<file path="config.mk">
export PLATFORM = sky130hd
export DESIGN_NAME = i_fetch
export DESIGN_NICKNAME = d
export VERILOG_FILES = /design/src/rtl/i_fetch.sv
export SDC_FILE = /design/constraint.sdc
export NUM_CORES = 2
export LEC_CHECK = 0
export BUFFER_PORTS_ARGS = -buffer_cell sky130_fd_sc_hd__buf_2
export CAP_MARGIN = 25
export CORE_MARGIN = 4
export CORE_UTILIZATION = 50
export DETAILED_ROUTE_END_ITERATION = 8
export PLACE_DENSITY = 0.63
export SYNTH_ARGS = -nofsm -noshare
export SYNTH_HDL_FRONTEND = slang
export SYNTH_SLANG_ARGS = --single-unit
</file>
<file path="constraint.sdc">
create_clock -name i_clock -period 4.5 [get_ports i_clock]
set_input_delay 0.45 -clock i_clock [delete_from_list [all_inputs] [get_ports i_clock]]
set_output_delay 0.45 -clock i_clock [all_outputs]
set_load 0.01 [all_outputs]
</file>
<file path="src/rtl/i_fetch.sv">
// Instruction fetch stage: program-loadable instruction memory, PC register and
// IF/ID pipeline registers, sequenced by a LOAD/RUN/HALT state machine.
module i_fetch #(
  parameter int DATA_WIDTH = 32,
  parameter int IMEM_DEPTH = 64,
  localparam int AW = $clog2(IMEM_DEPTH)
) (
  input  logic                  i_clock,
  input  logic                  i_reset,
  input  logic                  i_load_en,
  input  logic [AW-1:0]         i_load_addr,
  input  logic [DATA_WIDTH-1:0] i_load_data,
  input  logic                  i_start,
  input  logic                  i_stall,
  input  logic                  i_branch_taken,
  input  logic [DATA_WIDTH-1:0] i_pcbranch,
  output logic [DATA_WIDTH-1:0] o_instruccion,
  output logic [DATA_WIDTH-1:0] o_currentpc,
  output logic                  o_valid,
  output logic [DATA_WIDTH-1:0] o_pc,
  output logic                  o_halted,
  output logic [DATA_WIDTH-1:0] o_fetch_count,
  output logic [1:0]            o_state
);

  typedef enum logic [1:0] {
    LOAD = 2'd0,
    RUN  = 2'd1,
    HALT = 2'd2
  } state_e;

  state_e                state_q, state_d;
  logic [DATA_WIDTH-1:0] pc_q, pc_d;
  logic [DATA_WIDTH-1:0] instr_q, instr_d;
  logic [DATA_WIDTH-1:0] cpc_q, cpc_d;
  logic                  valid_q, valid_d;
  logic [DATA_WIDTH-1:0] cnt_q, cnt_d;

  logic [DATA_WIDTH-1:0] imem_q [IMEM_DEPTH];
  logic [DATA_WIDTH-1:0] fetch_word;
  logic                  fetch_is_halt;

  // Memory has no reset so a program survives a reset and can be re-run.
  always_ff @(posedge i_clock) begin
    if (state_q == LOAD && i_load_en) begin
      imem_q[i_load_addr] <= i_load_data;
    end
  end

  assign fetch_word    = imem_q[pc_q[AW+1:2]];
  assign fetch_is_halt = (fetch_word[31:26] == 6'b111111);

  always_comb begin
    state_d = state_q;
    pc_d    = pc_q;
    instr_d = instr_q;
    cpc_d   = cpc_q;
    valid_d = valid_q;
    cnt_d   = cnt_q;
    unique case (state_q)
      LOAD: begin
        if (i_start) state_d = RUN;
      end
      RUN: begin
        // Stall freezes everything; a pending branch is re-presented by decode.
        if (!i_stall) begin
          if (i_branch_taken) begin
            pc_d    = i_pcbranch;
            instr_d = '0;
            cpc_d   = '0;
            valid_d = 1'b0;
          end else begin
            instr_d = fetch_word;
            cpc_d   = pc_q + DATA_WIDTH'(4);
            valid_d = 1'b1;
            cnt_d   = cnt_q + DATA_WIDTH'(1);
            if (fetch_is_halt) begin
              state_d = HALT;
            end else begin
              pc_d = pc_q + DATA_WIDTH'(4);
            end
          end
        end
      end
      HALT: begin
        instr_d = '0;
        valid_d = 1'b0;
      end
      default: state_d = LOAD;
    endcase
  end

  always_ff @(posedge i_clock or negedge i_reset) begin
    if (!i_reset) begin
      state_q <= LOAD;
      pc_q    <= '0;
      instr_q <= '0;
      cpc_q   <= '0;
      valid_q <= 1'b0;
      cnt_q   <= '0;
    end else begin
      state_q <= state_d;
      pc_q    <= pc_d;
      instr_q <= instr_d;
      cpc_q   <= cpc_d;
      valid_q <= valid_d;
      cnt_q   <= cnt_d;
    end
  end

  assign o_instruccion = instr_q;
  assign o_currentpc   = cpc_q;
  assign o_valid       = valid_q;
  assign o_pc          = pc_q;
  assign o_halted      = (state_q == HALT);
  assign o_fetch_count = cnt_q;
  assign o_state       = state_q;

endmodule

</file>
==> impl_results.md <==
- Part of the cycle the worst path needs: 92.0%
- # port buffers: 207
- Commonest cells after routing, fill and taps aside: 2,048 x edfxtp_1, 638 x mux4_2, 217 x clkbuf_16
- Post-CTS Setup Inserts: 0
- FP Rows: 149
- Commonest non-fill, non-tap cell in the layout: edfxtp_1
- Worst-Skew Late Latency: 0.84 ns
- Outcome: complete, no violations
- Post-synth ARST share: 6.01%
- Initial antenna violation count: 13
- Sink Count: 2,179
- Required time of the critical path: 5.20 ns
- Total GRT Usage: 26.1%
- Synth Cell Area: 83,700 um2
- CTS HTree Levels: 4
- Clk slew on worst S/H paths: 0.06 ns
- Worst Setup SP: o_pc[2]
- GPL Wtd Cong: 0.826
- Slowest stage cell on the critical path: dfrtp_4
- Skew final: 0.0362 ns
- EDFF count, synth: 2,048
- Clock root buffer: clkbuf_16
- Post-route ant nets: 0
- RR Startpoint: o_pc[2]
- Synth-to-layout area growth: 15.6%
- Leak: 31.3 nW
- Worst-path fanout max: 51
- Crit-path max cell delay: 0.80 ns
- Final Hold Vio Count: 0
- RSZ-0062 raised after global routing: no
- Max-cap violations: 0
- CTS tree: built
- Flops & latches, synth: 2,179
- Critical path, cell by cell: buf_4 > mux4_2 > a22o_1 > a221oi_1 > o22ai_1 > a211oi_1 > buf_4 > nor4b_1 > buf_4 > a21oi_4 > buf_12 > mux2_2
- Setup-failing EPs final: 0
- Min cycle time layout: 4.14 ns
- FF/Latch Area: 64,800 um2
- Slew at the pin closest to its max-slew limit: 1.04 ns
- Post-synth top flop: edfxtp_1
- Largest net degree at the start of global routing: 125
- Pre-antenna DRT Iters: 5
- Die Height: 417 um
- Fill count: 11,700
- Register area share after synthesis: 77.4%
- Total power divided by cell area: 516 nW/um2
- Critical path arrival: 4.84 ns
- First-pass GRT wire length: 318 mm
- Global route overflow: 0
- Nets: 4,206
- Starting Density: 50.5%
- Most common cell on crit path: buf_4
- Final core utilization: 58.4%
- Ports: 208
- Number of remaining DRC errors: 0
- 1st-iter DRT viols: 5,868
- Wire per inst: 34.6 um
- Vias: 41,600
- Syn Area/Cell: 23.0 um2
- Layout cells sized above 1: 32.7%
- Syn Nets: 3,713
- Chip width: 417 um
- Cts bufs inserted: 214
- Fmax: 0.242 GHz
- Critical path launch point type: register
- Hold Crit Class: in -> reg
- Vias in the first global route: 40,700
- Area of the multi-input gates: 18,500 um2
- Clock buffer depth: 3
- Count of cell types in the netlist: 59
- Fin Setup TNS: 0 ns
- CP Capture Type: register
- Cells after Synth: 3,635
- Slew headroom: 30.7%
- Min-delay src: i_load_data[4]
- Dpl hpwl: 128 mm
- Drt total wl: 225 mm
- Worst vdd ir: 453 uV
- Core ar.: 166,000 um2
- Slew Viols, Final: 0
- Routed vias/inst: 6.39
- Crit path kind: reg -> reg
- Synth warn: 0
- Die area: 174,000 um2
worst max-delay path, delay by kind of cell, from the launching register on:
kind	cells	cell delay [ns]
AO/OA/AOI/OAI	5	1.20
buffers and inverters	4	0.98
flip-flops	1	0.80
multiplexers	2	0.90
AND/OR/NAND/NOR	1	0.04
worst paths after layout:
kind / endpoint / slack, ns / cells after the start
hold / removal: imem_q[27][4] / 0.02 / 1
max in group asynchronous: o_pc[3] / 3.30 / 3
hold reg to reg: o_currentpc[2] / 0.47 / 2
setup / recovery: o_pc[26] / 0.36 / 12
setup reg to reg: o_pc[26] / 0.36 / 12
min in group asynchronous: o_instruccion[20] / 0.21 / 2
cell type report:
class	instances	area share, %
sequential	2179	67.0
clock inverter	114	0.999
multi-input combinational	1248	19.1
antenna	7	0.0181
clock buffer	289	5.91
timing repair buffer	469	4.12
tap	2189	2.83
inverter	16	0.0621
cell usage after synthesis (19+ instances only):
master / count / area, um2
nand2_1: 118 / 443
a21oi_1: 28 / 140
xnor2_1: 33 / 289
and3_1: 19 / 119
dfrtp_1: 131 / 3280
a22o_1: 33 / 289
o21ai_0: 43 / 215
buf_2: 55 / 275
nor2_1: 114 / 428
mux4_2: 638 / 14400
clkbuf_1: 95 / 357
mux2i_1: 27 / 270
edfxtp_1: 2048 / 61500
nand3_1: 31 / 155
through the flow:
step                      instance area (um2)  std cells  total power, mW  setup slack, ns  hold WS [ns]
final                                   96800       6511             49.9            0.361        0.0243
after global routing                    96800       6507             51.7            0.153       0.00657
after CTS                               96000       6461             50.2            0.321       0.00297
after detailed placement                89000       6023             33.2            0.367         0.460
after global placement                  89000       6021             33.1            0.397         0.456
after floorplan                         83700       3635             29.8             1.16         0.154
flip-flops by register name (all words and copies together) (netlist names):
signal and cells:
o_fetch_count 32, imem_q 2048, o_instruccion 32, o_pc 32, o_valid 1, o_currentpc 32, o_state 2
where the power goes:
| group | switching (mW) | internal, mW |
|---|---|---|
| clock | 7.54 | 9.61 |
| sequential | 0.734 | 22.5 |
| combinational | 4.81 | 4.77 |
timing repair:
action                                  CTS  global route
hold endpoints to repair                 90            68
hold buffers                             35            15
gates resized for setup                   0             0
endpoints found under the setup margin    0             0
layer usage:
| layer | vias up | global-route usage, % | wire length, um |
|---|---|---|---|
| li1 | 16500 | - | - |
| met1 | 22500 | 38.1 | 88900 |
| met2 | 2262 | 40.3 | 107000 |
| met3 | 333 | 5.17 | 22600 |
| met4 | 8 | 8.20 | 7090 |
| met5 | - | 0 | 52 |
logic make-up (layout without fill, tap and decap cells):
| family | count (synthesis) | after routing | synth area share [%] |
|---|---|---|---|
| mux | 668 | 668 | 17.5 |
| flops | 2179 | 2179 | 77.4 |
| simple gates | 343 | 343 | 1.86 |
| fa+ha+maj | 2 | 2 | 0.0299 |
| compound gates | 187 | 187 | 1.56 |
| xor+xnor | 48 | 48 | 0.502 |
| other cells | 0 | 7 | 0 |
| buf+inv | 208 | 888 | 1.17 |
Note: power is estimated with default switching activity, not from simulation.
